File: src/rtl/wb_port_arbiter_if.sv
// wb_port_arbiter_if: pipeline write-back, long-latency result and register-file write signals
interface wb_port_arbiter_if #(
  parameter int DATA_W = 32,
  parameter int ADDR_W = 5,
  parameter int DEPTH  = 2
);
  localparam int CNT_W = $clog2(DEPTH) + 1;
  logic              wb_valid;
  logic              wb_mem_to_reg;
  logic [DATA_W-1:0] wb_alu_data;
  logic [DATA_W-1:0] wb_dm_data;
  logic [ADDR_W-1:0] wb_rd;
  logic              lu_valid;
  logic              lu_ready;
  logic [DATA_W-1:0] lu_data;
  logic [ADDR_W-1:0] lu_rd;
  logic              rf_we;
  logic [ADDR_W-1:0] rf_waddr;
  logic [DATA_W-1:0] rf_wdata;
  logic              pipe_stall;
  logic [CNT_W-1:0]  lu_count;
  modport slave (
    input  wb_valid, wb_mem_to_reg, wb_alu_data, wb_dm_data, wb_rd,
    input  lu_valid, lu_data, lu_rd,
    output lu_ready, rf_we, rf_waddr, rf_wdata, pipe_stall, lu_count
  );
  modport master (
    output wb_valid, wb_mem_to_reg, wb_alu_data, wb_dm_data, wb_rd,
    output lu_valid, lu_data, lu_rd,
    input  lu_ready, rf_we, rf_waddr, rf_wdata, pipe_stall, lu_count
  );
endinterface

File: src/rtl/wb_port_arbiter.sv
// wb_port_arbiter: shares the register-file write port between write-back and a FIFO of long-latency results
module wb_port_arbiter #(
  parameter int DATA_W   = 32,
  parameter int ADDR_W   = 5,
  parameter int DEPTH    = 2,
  parameter int MAX_WAIT = 4
) (
  input logic              clk,
  input logic              rst_n,
  wb_port_arbiter_if.slave bus
);
  localparam int PTR_W  = $clog2(DEPTH);
  localparam int CNT_W  = $clog2(DEPTH) + 1;
  localparam int WAIT_W = $clog2(MAX_WAIT + 1);
  typedef enum logic [1:0] {IDLE, PEND, FORCE} state_e;
  state_e            state_q, state_d;
  logic [DATA_W-1:0] mem_data_q [DEPTH];
  logic [ADDR_W-1:0] mem_rd_q [DEPTH];
  logic [PTR_W-1:0]  rd_ptr_q, wr_ptr_q;
  logic [CNT_W-1:0]  count_q, count_d;
  logic [WAIT_W-1:0] wait_q, wait_d;
  logic              lu_ready_q;
  logic              we_q, we_d;
  logic [ADDR_W-1:0] waddr_q, waddr_d, rd_sel;
  logic [DATA_W-1:0] wdata_q, wdata_d;
  logic              push, pipe_win, pop, head_due;
  assign push     = bus.lu_valid && lu_ready_q;
  assign pipe_win = state_q != FORCE && bus.wb_valid;
  assign pop      = !pipe_win && count_q != '0;
  assign head_due = state_q == PEND && count_q != '0 && !pop && wait_q == WAIT_W'(MAX_WAIT - 1);
  assign count_d  = count_q + CNT_W'(push) - CNT_W'(pop);
  assign wait_d   = (count_q == '0 || pop) ? '0 : wait_q + WAIT_W'(1);
  always_ff @(posedge clk or negedge rst_n) begin
    if (!rst_n) begin
      state_q    <= IDLE;
      count_q    <= '0;
      wait_q     <= '0;
      rd_ptr_q   <= '0;
      wr_ptr_q   <= '0;
      lu_ready_q <= 1'b0;
      we_q       <= 1'b0;
      waddr_q    <= '0;
      wdata_q    <= '0;
    end else begin
      state_q    <= state_d;
      count_q    <= count_d;
      wait_q     <= wait_d;
      rd_ptr_q   <= rd_ptr_q + PTR_W'(pop);
      wr_ptr_q   <= wr_ptr_q + PTR_W'(push);
      lu_ready_q <= count_d < CNT_W'(DEPTH);
      we_q       <= we_d;
      waddr_q    <= waddr_d;
      wdata_q    <= wdata_d;
    end
  end
  always_ff @(posedge clk) begin
    if (push) begin
      mem_data_q[wr_ptr_q] <= bus.lu_data;
      mem_rd_q[wr_ptr_q]   <= bus.lu_rd;
    end
  end
  // FORCE lasts one cycle: its pop always clears the wait count, so head_due cannot repeat
  always_comb state_d = head_due ? FORCE : (count_d != '0 ? PEND : IDLE);
  always_comb begin
    rd_sel  = pipe_win ? bus.wb_rd : mem_rd_q[rd_ptr_q];
    we_d    = (pipe_win || pop) && rd_sel != '0;
    waddr_d = we_d ? rd_sel : '0;
    wdata_d = !we_d ? '0 : pipe_win ? (bus.wb_mem_to_reg ? bus.wb_dm_data : bus.wb_alu_data) : mem_data_q[rd_ptr_q];
  end
  assign bus.lu_ready   = lu_ready_q;
  assign bus.lu_count   = count_q;
  assign bus.pipe_stall = state_q == FORCE;
  assign bus.rf_we      = we_q;
  assign bus.rf_waddr   = waddr_q;
  assign bus.rf_wdata   = wdata_q;
endmodule

File: src/flat_wrapper.sv
// flat-port wrapper written by rule: the top's interface ports become plain ports
module wb_port_arbiter_flat 
#(
  parameter int DATA_W   = 32,
  parameter int ADDR_W   = 5,
  parameter int DEPTH    = 2,
  parameter int MAX_WAIT = 4
)
  (clk, rst_n, bus_wb_valid, bus_wb_mem_to_reg, bus_wb_alu_data, bus_wb_dm_data, bus_wb_rd, bus_lu_valid, bus_lu_data, bus_lu_rd, bus_lu_ready, bus_rf_we, bus_rf_waddr, bus_rf_wdata, bus_pipe_stall, bus_lu_count);
  wb_port_arbiter_if #(.DATA_W(DATA_W), .ADDR_W(ADDR_W), .DEPTH(DEPTH)) bus_i ();
  input logic clk;
  input logic rst_n;
  input wire logic [$bits(bus_i.wb_valid)-1:0] bus_wb_valid;
  input wire logic [$bits(bus_i.wb_mem_to_reg)-1:0] bus_wb_mem_to_reg;
  input wire logic [$bits(bus_i.wb_alu_data)-1:0] bus_wb_alu_data;
  input wire logic [$bits(bus_i.wb_dm_data)-1:0] bus_wb_dm_data;
  input wire logic [$bits(bus_i.wb_rd)-1:0] bus_wb_rd;
  input wire logic [$bits(bus_i.lu_valid)-1:0] bus_lu_valid;
  input wire logic [$bits(bus_i.lu_data)-1:0] bus_lu_data;
  input wire logic [$bits(bus_i.lu_rd)-1:0] bus_lu_rd;
  output wire logic [$bits(bus_i.lu_ready)-1:0] bus_lu_ready;
  output wire logic [$bits(bus_i.rf_we)-1:0] bus_rf_we;
  output wire logic [$bits(bus_i.rf_waddr)-1:0] bus_rf_waddr;
  output wire logic [$bits(bus_i.rf_wdata)-1:0] bus_rf_wdata;
  output wire logic [$bits(bus_i.pipe_stall)-1:0] bus_pipe_stall;
  output wire logic [$bits(bus_i.lu_count)-1:0] bus_lu_count;
  assign bus_i.wb_valid = bus_wb_valid;
  assign bus_i.wb_mem_to_reg = bus_wb_mem_to_reg;
  assign bus_i.wb_alu_data = bus_wb_alu_data;
  assign bus_i.wb_dm_data = bus_wb_dm_data;
  assign bus_i.wb_rd = bus_wb_rd;
  assign bus_i.lu_valid = bus_lu_valid;
  assign bus_i.lu_data = bus_lu_data;
  assign bus_i.lu_rd = bus_lu_rd;
  assign bus_lu_ready = bus_i.lu_ready;
  assign bus_rf_we = bus_i.rf_we;
  assign bus_rf_waddr = bus_i.rf_waddr;
  assign bus_rf_wdata = bus_i.rf_wdata;
  assign bus_pipe_stall = bus_i.pipe_stall;
  assign bus_lu_count = bus_i.lu_count;
  wb_port_arbiter #(.DATA_W(DATA_W), .ADDR_W(ADDR_W), .DEPTH(DEPTH), .MAX_WAIT(MAX_WAIT)) u_core (.clk(clk), .rst_n(rst_n), .bus(bus_i));
endmodule
File: config.mk
export PLATFORM = sky130hd
export DESIGN_NAME = wb_port_arbiter_flat
export DESIGN_NICKNAME = d
export VERILOG_FILES = /design/src/rtl/wb_port_arbiter_if.sv /design/src/rtl/wb_port_arbiter.sv /design/src/flat_wrapper.sv
export SDC_FILE = /design/constraint.sdc
export NUM_CORES = 1
export LEC_CHECK = 0
export CAP_MARGIN = 20
export CORE_UTILIZATION = 50
export DETAILED_ROUTE_END_ITERATION = 8
export PLACE_DENSITY = 0.95
export SKIP_CTS_REPAIR_TIMING = 1
export SLEW_MARGIN = 10
export SYNTH_ARGS = -nofsm -noshare
export SYNTH_HDL_FRONTEND = slang
export SYNTH_SLANG_ARGS = --single-unit
File: constraint.sdc
create_clock -name clk -period 5.2 [get_ports clk]
set_input_delay 1.04 -clock clk [delete_from_list [all_inputs] [get_ports clk]]
set_output_delay 1.04 -clock clk [all_outputs]
set_load 0.005 [all_outputs]
Yosys cells after proc, flatten, opt, wreduce, memory -nomap -nowiden
Memory sizes are Yosys's and may differ from the RTL's.
Cells that the tools add are included.
Widths: inputs -> output; s select.

cells by class
  $add $sub $neg = 5
  multipliers = 0
  div/mod/pow operators = 0
  $lt $le $gt $ge = 1
  equality and inequality tests = 4
  shift operators = 0
  muxes and demuxes = 10
  bitwise operators = 0
  reduce and logical (&&, ||, !) cells = 15

operator list
  kind                 number
  $mux 32              3
  $mux 5               2
  $logic_and 1x1->1    7
  $reduce_bool 5->1    1
  $reduce_bool 2->1    2
  $add 3x1->3 const B  1
  $eq 3x2->1 const B   1
  $mux 1               3
  $mux 3               1
  $add 1x1->1          2
  $add 2x1->2          1
  $eq 2x1->1 const B   1
  $eq 2x2->1 const B   1
  $logic_not 1->1      2
  $logic_not 2->1      1
  $logic_or 1x1->1     2
  $lt 2x2->1 const B   1
  $mux 2               1
  $ne 2x2->1 const B   1
  $sub 2x1->2          1

storage, ports and cells
  bits in registers = 48
  latch bits = 0
  RAM bits = 74
  memory bits (read-only) = 0
  input port bits = 111
  output and inout bits = 42
  word-level logic and storage cells = 46
  memories kept = 2

memory list
  memory             depth  width  rd ports  clocked after memory_dff  write ports  line                   RTL
  u_core.mem_data_q  2      32     1         0                         1            wb_port_arbiter.sv:17  logic [DATA_W-1:0] mem_data_q [DEPTH];
  u_core.mem_rd_q    2      5      1         0                         1            wb_port_arbiter.sv:18  logic [ADDR_W-1:0] mem_rd_q [DEPTH];

Depth between registers and ports, before layout
Gate-level depths: netlist of run 1.

  word-level depth = 8
  gate-level depth with buffers = 10
  mapped depth without buffers = 9

Worst setup path before layout of run 1
Ideal clock, no wire load.

  path kind = input port to flip-flop
  start point = in bus_lu_valid
  end point = mem u_core.mem_data_q[1][0] (enable)
  data arrival time = 2.151 ns
  required time = 4.802 ns
  setup slack = 2.651 ns
  stages on the path = 2
  path through = and2_1 ha_1

between the ends
  longest elaborated chain between the ends = 3

ends and longest elaborated chain
  item                          line                   RTL
  from (decl)                   flat_wrapper.sv:18     input wire logic [$bits(bus_i.lu_valid)-1:0] bus_lu_valid;
  $logic_and 1x1->1             wb_port_arbiter.sv:27  assign push = bus.lu_valid && lu_ready_q;
  $mux 1                        wb_port_arbiter.sv:57  if (push) begin
  $mux 1 (not written as such)  wb_port_arbiter.sv:58  mem_data_q[wr_ptr_q] <= bus.lu_data;
  to (decl)                     wb_port_arbiter.sv:17

Every way passes these cells.

Worst setup path after layout of run 1
  start point = in bus_wb_rd[1]
  end point = reg u_core.wdata_q[2], in the netlist u_core.bus.rf_wdata[2]

between the ends
  longest elaborated chain between the ends = 4

ends and longest elaborated chain
  item                   line                   RTL
  from (decl)            flat_wrapper.sv:17     input wire logic [$bits(bus_i.wb_rd)-1:0] bus_wb_rd;
  $mux 5                 wb_port_arbiter.sv:65  rd_sel = pipe_win ? bus.wb_rd : mem_rd_q[rd_ptr_q];
  $reduce_bool 5->1      wb_port_arbiter.sv:66  we_d = (pipe_win || pop) && rd_sel != '0;
  $logic_and 1x1->1      wb_port_arbiter.sv:66
  $mux 32                wb_port_arbiter.sv:68  wdata_d = !we_d ? '0 : pipe_win ? (bus.wb_mem_to_reg ? bus.wb_dm_data : bus.wb_alu_data) : mem_data_q[rd_ptr_q ...
  via u_core.wdata_d[2]  wb_port_arbiter.sv:25  logic [DATA_W-1:0] wdata_q, wdata_d;
  to (signal assigned)   wb_port_arbiter.sv:53  wdata_q <= wdata_d;
  to (decl)              wb_port_arbiter.sv:25

The timed path passes the listed nets, and every way through them passes these cells.

==> results of run 1 <==
## state kept, by name (all words and copies together) (netlist names), 2 cells and up
register             cells
u_core.bus.rf_wdata     32
u_core.bus.rf_waddr      5
u_core.mem_data_q       64
u_core.state_q           2
u_core.bus.lu_count      2
u_core.wait_q            3
u_core.mem_rd_q         10
## power by group
group	switching (mW)	total, mW	internal (mW)
combinational	0.354	0.807	0.453
sequential	0.106	1.38	1.27
clock	0.395	1.13	0.740
total	0.855	3.32	2.47
## cells in the mapped netlist (2+ instances only)
cell type  instances
inv_1              8
o2bb2ai_1          5
nor3b_1            2
o32ai_1           32
nor2_1             2
xnor2_1            3
o22a_1             2
dfrtp_1           48
buf_2              9
buf_4              2
buf_6              3
mux2i_1           69
nor3_1             3
ha_1               6
clkbuf_1           3
edfxtp_1          74
## cells by family after synthesis
logic type                 after synthesis
DFF                                    122
buffers and inverters                   27
adders and majority gates                6
and+or+nand+nor                         15
AOI/OAI and AO/OA                       42
xor gates and xnor gates                 3
muxes                                   69
## critical path, cell delays in order
cell	delay [ns]
clkdlybuf4s50_1	0.44
or4_4	0.56
o211ai_4	0.83
o32ai_1	0.21
## worst paths after layout
kind	startpoint	end	slack, ns	cells past startpoint
max	bus_wb_rd[1]	u_core.bus.rf_wdata[2]$_DFF_PN0_	2.42	4
min	u_core.wait_q[0]$_DFF_PN0_	u_core.wait_q[0]$_DFF_PN0_	0.44	1
max reg2reg	u_core.rd_ptr_q$_DFF_PN0_	u_core.bus.rf_wdata[2]$_DFF_PN0_	2.48	5
min reg2reg	u_core.wait_q[0]$_DFF_PN0_	u_core.wait_q[0]$_DFF_PN0_	0.44	1
max in group asynchronous	rst_n	u_core.rd_ptr_q$_DFF_PN0_	4.20	2
min in group asynchronous	rst_n	u_core.bus.rf_waddr[0]$_DFF_PN0_	0.47	1
## metal layers
| metal | part of all wire [%] | up-vias | track usage [%] |
|---|---|---|---|
| met5 | 0 | - | 0 |
| met4 | 1.2 | 0 | 7.69 |
| met3 | 6.4 | 12 | 7.38 |
| met2 | 57 | 112 | 43.8 |
| met1 | 35 | 1529 | 23.2 |
| li1 | - | 1440 | - |
## layout make-up
class	instances	area, um^2	share of cell area (%)
inverters	8	30.0	0.427
flip-flops and latches	122	3420	48.7
multi-input cells	135	1270	18.1
clock buffers	20	435	6.19
clock inverters	12	149	2.12
repair buffers	156	1570	22.3
well taps	129	161	2.29
## through the flow
stage | cells | hold slack, ns | power [mW]
2_1_floorplan | 284 | 0.419 | 1.80
3_3_place_gp | 548 | 0.429 | 2.15
3_5_place_dp | 548 | 0.436 | 2.20
4_1_cts | 580 | 0.444 | 3.34
5_1_grt | 582 | 0.471 | 3.48
6_report | 582 | 0.439 | 3.32
==> run metrics, run 1 <==
post-synth top area cell=edfxtp_1; fin area=7040 um^2; Highest Clock Rate=0.360 GHz; gr usage total=22.9%; core box area=9280 um^2; diodes inserted=0; Syn Nets=401; WS Path Type=in2reg; most frequent cells in the layout=clkdlybuf4s50_1 (150), edfxtp_1 (74), mux2i_1 (69); Max-Cap Viols=0; Worst-path clk slew=approximately 0.06 ns; I/O pin cnt=153; Setup Viol. Count Final=0; critical path launch point type=input port; Synth area leaders=edfxtp_1 (46%), dfrtp_1 (25%), mux2i_1 (14%), o32ai_1 (5.8%), ha_1 (1.6%); Tcrit/Tclk final=53.4%; Tightest Pin Transition=1.05 ns; CTS tree=yes; syn_area_per_cell=17.0 um^2; commonest register cell after synthesis=edfxtp_1; dpl cell area=about 6400 um^2; worst vdd ir=0.249 mV; Routed WL per cell=18.4 um; #FFs+latches synth=122; post-route ant nets=0; placer congestion estimate=0.703; final core occ=75.8%; vias in the first global route=3,427; Synth Area in Adders=1.55%; final WL=between 10,000 and 15,000 um; complex-gate fraction of the synthesized area=under 10%; largest net degree at the start of global routing=49; Worst Skew=0.0123 ns; XOR/XNOR share of the synthesized area=0.543%; Post-DP HPWL=approximately 7100 um; full die area=10,100 um^2; antenna violations before repair=0; Leakage=2.77 nW; first-pass GRT wire length=16,800 um; CTS root buffer=clkbuf_8; nets=557; status=finished, final reports clean; H-tree depth=4; Post-synth EDFFs=74; PortBufs=around 150; register area share after synthesis=a little over two thirds; Hold/Removal Path Class=reg2reg; vias per cell=about 5.3; Cell variety after synth=29; worst skew pair latency=0.49 ns; largest family of logic cells by synthesized area=multiplexers; critical path capture point type=flop; Critical Path Fanout Max=33; # rows=35; Max-Slew Margin vs Limit=30.0%; mapped cell area=4840 um^2; layout cells sized above 1=9.05%; DR vias=3,093; final worst slack=2.42 ns; DR iter-0 viols=67; Async S/R FF share, synth=39.3%; Slew Limit Fails=0; Worst EP arrival=between 3 and 4 ns; Placement Setup Slack=1.95 ns; minimum clock period=2.78 ns; Power Density=472 nW/um^2; top cell type's share of synthesized area=46.0%; number of buffers created by CTS=17; total grt overflow=0; commonest non-fill, non-tap cell in the layout=clkdlybuf4s50_1; worst path required time=between 5 and 6 ns; clk buf depth=2; Area Growth Syn to Fin=45.5%; DRC viols=0; filler instances=604; Vert. Die Dim=100 um; Starting Density=between 50% and 60%; synth warn=0; DIE WIDTH=100 um; simple-gate share of the synthesized area=1.97%; Final Hold Viols=0; Setup TNS=0 ns; Gate Count Post-Synth=284; drt first pass iters=4; Clock Sinks=about 120; mux contribution to synthesized area=14.3%; unrepaired setup endpoints after global routing=no
(Power assumes the default switching activity.)
==> inputs of run 2 (changes only) <==
--- a/config.mk
+++ b/config.mk
@@ -6,9 +6,9 @@
 export NUM_CORES = 1
 export LEC_CHECK = 0
 export CAP_MARGIN = 20
-export CORE_UTILIZATION = 50
+export CORE_UTILIZATION = 42
 export DETAILED_ROUTE_END_ITERATION = 8
-export PLACE_DENSITY = 0.95
+export PLACE_DENSITY = 0.87
 export SKIP_CTS_REPAIR_TIMING = 1
 export SLEW_MARGIN = 10
 export SYNTH_ARGS = -nofsm -noshare
==> constraint.sdc (replaced) <==
create_clock -name clk -period 2.34 [get_ports clk]
set_input_delay 0.468 -clock clk [delete_from_list [all_inputs] [get_ports clk]]
set_output_delay 0.468 -clock clk [all_outputs]
set_load 0.005 [all_outputs]
==> run metrics, run 2 (synthesis gave the netlist of run 1 again) <==
final WL=10,900 um; Final Hold Viols=0; DR iter-0 viols=about 140; worst skew pair latency=0.40 ns; Leakage=~2.8 nW; full die area=around 12,000 um^2; core box area=about 11,000 um^2; Setup TNS=0 ns; filler instances=between 800 and 900; Post-DP HPWL=7450 um; worst r2r dst=u_core.state_q[0]$_DFF_PN0_; CTS root buffer=clkbuf_16; Max-Slew Margin vs Limit=~58%; Critical Path Fanout Max=5; placer congestion estimate=0.731; DRC viols=0; Tightest Pin Transition=0.633 ns; clk buf depth=2; vias in the first global route=around 3,300; Routed WL per cell=between 15 and 20 um; nets=566; Biggest register=u_core.mem_data_q; final worst slack=0.284 ns; Area Growth Syn to Fin=47.1%; first-pass GRT wire length=16,400 um; critical path launch point type=flop; Highest Clock Rate=a little under 0.5 GHz; Vert. Die Dim=around 110 um; post-route ant nets=0; H-tree depth=4; Starting Density=43.8%; largest net degree at the start of global routing=40; Worst-path clk slew=0.05 ns; worst vdd ir=0.636 mV; gr usage total=about a fifth; Clock Sinks=122; minimum clock period=2.06 ns; critical path capture point type=primary output; PortBufs=roughly 150; Worst R2R Path Depth=9; status=finished, final reports clean; multi-input logic area=1270 um^2; diodes inserted=0; number of buffers created by CTS=17; drt first pass iters=4; R2R Path Start=u_core.state_q[0]$_DFF_PN0_; DIE WIDTH=109 um; vias per cell=5.22; layout cells sized above 1=between 10% and 20%; worst path required time=1.87 ns; Setup Viol. Count Final=0; I/O pin cnt=153; Slew Limit Fails=0; Max-Cap Viols=0; r2r setup slk=0.42 ns; CTS tree=yes; unrepaired setup endpoints after global routing=no; FF/Latch Area=3420 um^2; Worst Skew=between 0.007 and 0.008 ns; antenna violations before repair=0; max reg flops=64; Placement Setup Slack=~0.083 ns; # rows=38; Hold/Removal Path Class=in2async; Tcrit/Tclk final=87.9%; crit path to=bus_pipe_stall; total grt overflow=0; Power Density=about 1000 nW/um^2; WS Path Type=reg2out; Critical Path Start=u_core.state_q[0]$_DFF_PN0_; DR vias=3,143; commonest non-fill, non-tap cell in the layout=clkdlybuf4s50_1; most frequent cells in the layout=clkdlybuf4s50_1 (150), edfxtp_1 (74), mux2i_1 (69); Worst EP arrival=1.59 ns
-- run 2: cell types whose count changed in the layout (fill, tap and decap cells not counted), sizes merged --
cell,previous run,this run
buf,6,15
bufinv,3,2
clkbuf,20,22
clkinv,5,7
clkinvlp,3,1
inv,9,8
-- run 2: final cells by class --
class	count	area share, %
Sequential cell	122	48.1
Tap cell	140	2.46
Inverter	8	0.422
Clock buffer	22	6.38
Clock inverter	10	1.41
Timing Repair Buffer	165	23.3
Multi-Input combinational cell	135	17.9
-- run 2: worst min path at each step --
stage,startpoint,to,slack (ns),cells past startpoint
after detailed placement,u_core.wait_q[0]$_DFF_PN0_,u_core.wait_q[0]$_DFF_PN0_,0.44,1
after floorplan,rst_n,u_core.bus.lu_count[0]$_DFF_PN0_,0.17,0
after CTS,rst_n,u_core.wait_q[1]$_DFF_PN0_,0.11,1
after global routing,rst_n,u_core.wait_q[2]$_DFF_PN0_,0.13,1
final,rst_n,u_core.wait_q[2]$_DFF_PN0_,0.09,1
after global placement,u_core.wait_q[0]$_DFF_PN0_,u_core.wait_q[0]$_DFF_PN0_,0.43,1
-- run 2: routing by layer --
metal | vias to the layer above | part of all wire, % | GRT usage, %
met2 | 126 | 52 | 33.7
met1 | 1551 | 40 | 22.0
met4 | 0 | 0.89 | 6.57
met5 | - | 0 | 0
li1 | 1455 | - | -
met3 | 11 | 7.4 | 6.64
-- run 2: critical path, cell delays in order (launching register included) --
cell and delay [ns]:
dfrtp_1 0.38, nand2b_1 0.24, inv_1 0.08, clkdlybuf4s50_1 0.49
-- run 2: through the flow --
step | instances | util [%] | hold slack [ns] | power, mW | instance area [um^2]
2_1_floorplan | 284 | - | 0.172 | 3.99 | 4840
3_5_place_dp | 570 | 59.5 | 0.439 | 4.96 | 6560
6_report | 602 | 64.5 | 0.0853 | 7.35 | 7110
5_1_grt | 602 | 64.5 | 0.132 | 7.70 | 7110
4_1_cts | 602 | 64.5 | 0.108 | 7.42 | 7110
3_3_place_gp | 570 | 59.5 | 0.427 | 4.87 | 6560
-- run 2: power by group --
part	internal, mW	switching, mW	total [mW]
Clock	1.58	0.866	2.44
Sequential	2.83	0.187	3.01
Combinational	1.04	0.852	1.90
Total	5.45	1.91	7.35
==> inputs of run 3 (changes only) <==
==> constraint.sdc (replaced) <==
create_clock -name clk -period 2.34 [get_ports clk]
set_input_delay 0.351 -clock clk [delete_from_list [all_inputs] [get_ports clk]]
set_output_delay 0.351 -clock clk [all_outputs]
set_load 0.005 [all_outputs]
==> run metrics, run 3 (synthesis gave the netlist of run 1 again) <==
status=finished, final reports clean; antenna violations before repair=0; commonest non-fill, non-tap cell in the layout=clkdlybuf4s50_1; Worst Skew=0.0174 ns; worst path required time=2.68 ns; Starting Density=between 40% and 50%; clk buf depth=2; H-tree depth=4; core box area=~11,000 um^2; DIE WIDTH=109 um; CP max-delay cell=dfrtp_1; largest net degree at the start of global routing=48; delay-heaviest family, CP=adder cells; Worst-path clk slew=~0.06 ns; Final Hold Viols=0; vias in the first global route=3,339; Worst Path Buf+Inv=2; DR iter-0 viols=118; filler instances=817; unrepaired setup endpoints after global routing=no; Worst EP arrival=2.28 ns; minimum clock period=between 1.5 and 2 ns; peak per-stage delay on the critical path=0.34 ns; vias per cell=5.26; worst path cell trace=nand2b_1 -> a21o_1 -> inv_1 -> ha_1 -> inv_1 -> ha_1 -> xnor2_1 -> xnor2_1 -> o22a_1; Tightest Pin Transition=0.644 ns; Biggest register=u_core.mem_data_q; Tcrit/Tclk final=83.3%; I/O pin cnt=153; max reg flops=64; worst vdd ir=0.500 mV; CTS root buffer=clkbuf_16; first-pass GRT wire length=16,500 um; worst skew pair latency=0.41 ns; DR vias=between 3,000 and 4,000; FF/Latch Area=3420 um^2; Max-Cap Viols=0; number of buffers created by CTS=17; Clock Sinks=~120; Post-DP HPWL=~7400 um; Highest Clock Rate=0.513 GHz; placer congestion estimate=0.728; post-route ant nets=0; gr usage total=19.4%; Placement Setup Slack=between 0.15 and 0.2 ns; # rows=38; GR peak layer=met2; WS Path Type=reg2reg; total grt overflow=0; Hold WS=approximately 0.28 ns; final worst slack=between 0.3 and 0.4 ns; DRC viols=0; nets=roughly 570; diodes inserted=0; multi-input logic area=between 1000 and 1500 um^2; Hold/Removal Path Class=in2async; most frequent cells in the layout=clkdlybuf4s50_1 (150), edfxtp_1 (74), mux2i_1 (69); CTS tree=yes; final WL=approximately 11,000 um; critical path launch point type=flop; final core occ=64.8%; critical path capture point type=flop; Max-Slew Margin vs Limit=57.1%; Slew Limit Fails=0; total power=~7.4 mW; Setup TNS=0 ns; full die area=around 12,000 um^2; Leakage=2.80 nW; grt met3 use=5.51%; Vert. Die Dim=109 um; met1 Track Usage GR=21.7%; Critical Path Fanout Max=5; GR Util met2=34.5%; Setup Viol. Count Final=0; Power Density=1040 nW/um^2; layout cells sized above 1=between 10% and 20%; Area Growth Syn to Fin=47.7%; drt first pass iters=4; Routed WL per cell=18.4 um; PortBufs=152
run 3: cell count changes in the layout (fill, tap and decap cells not counted), sizes merged:
cell         delta
inv             +3
buf             -2
clkinv          -4
dlygate4sd3     +1
clkinvlp        +4
clkbuf          -4
run 3: worst register-to-register path, cell delays in order, from the launching register on:
cell and delay (ns):
dfrtp_1 0.34, nand2b_1 0.24, a21o_1 0.18, inv_1 0.04
ha_1 0.26, inv_1 0.04, ha_1 0.19, xnor2_1 0.14
xnor2_1 0.26, o22a_1 0.19
run 3: layout make-up:
cell class	instances	area share [%]
timing repair buffer	164	23.3
clock buffer	18	6.01
inverter	8	0.420
sequential	122	47.9
tap	140	2.45
multi-input combinational	135	17.8
clock inverter	13	2.05
run 3: final timing paths:
path	cells after the start	to	slack, ns	startpoint
worst max register to register	9	u_core.state_q[0]$_DFF_PN0_	0.39	u_core.state_q[0]$_DFF_PN0_
worst max-delay path	9	u_core.state_q[0]$_DFF_PN0_	0.39	u_core.state_q[0]$_DFF_PN0_
max in group asynchronous	3	u_core.rd_ptr_q$_DFF_PN0_	1.60	rst_n
min in group clk	1	u_core.wait_q[0]$_DFF_PN0_	0.44	u_core.wait_q[0]$_DFF_PN0_
worst min register to register	1	u_core.wait_q[0]$_DFF_PN0_	0.44	u_core.wait_q[0]$_DFF_PN0_
worst min-delay path	2	u_core.wait_q[2]$_DFF_PN0_	0.28	rst_n
run 3: metrics by stage:
| stage | area (um^2) | instances |
|---|---|---|
| finish | 7140 | 600 |
| global route | 7140 | 600 |
| CTS | 7130 | 599 |
| detailed placement | 6560 | 568 |
| global placement | 6560 | 568 |
| floorplan | 4840 | 284 |
run 3: power breakdown:
| group | internal [mW] | leakage (nW) | switching, mW |
|---|---|---|---|
| combinational | 1.04 | 1.27 | 0.882 |
| clock | 1.57 | 0.265 | 0.936 |
| sequential | 2.83 | 1.27 | 0.162 |
| total | 5.43 | 2.80 | 1.98 |
run 3: layer usage:
metal  share of wire [%]  vias up
met4                 2.1        0
met2                  53      139
li1                    -     1454
met5                   0        -
met1                  39     1544
met3                 6.1       21
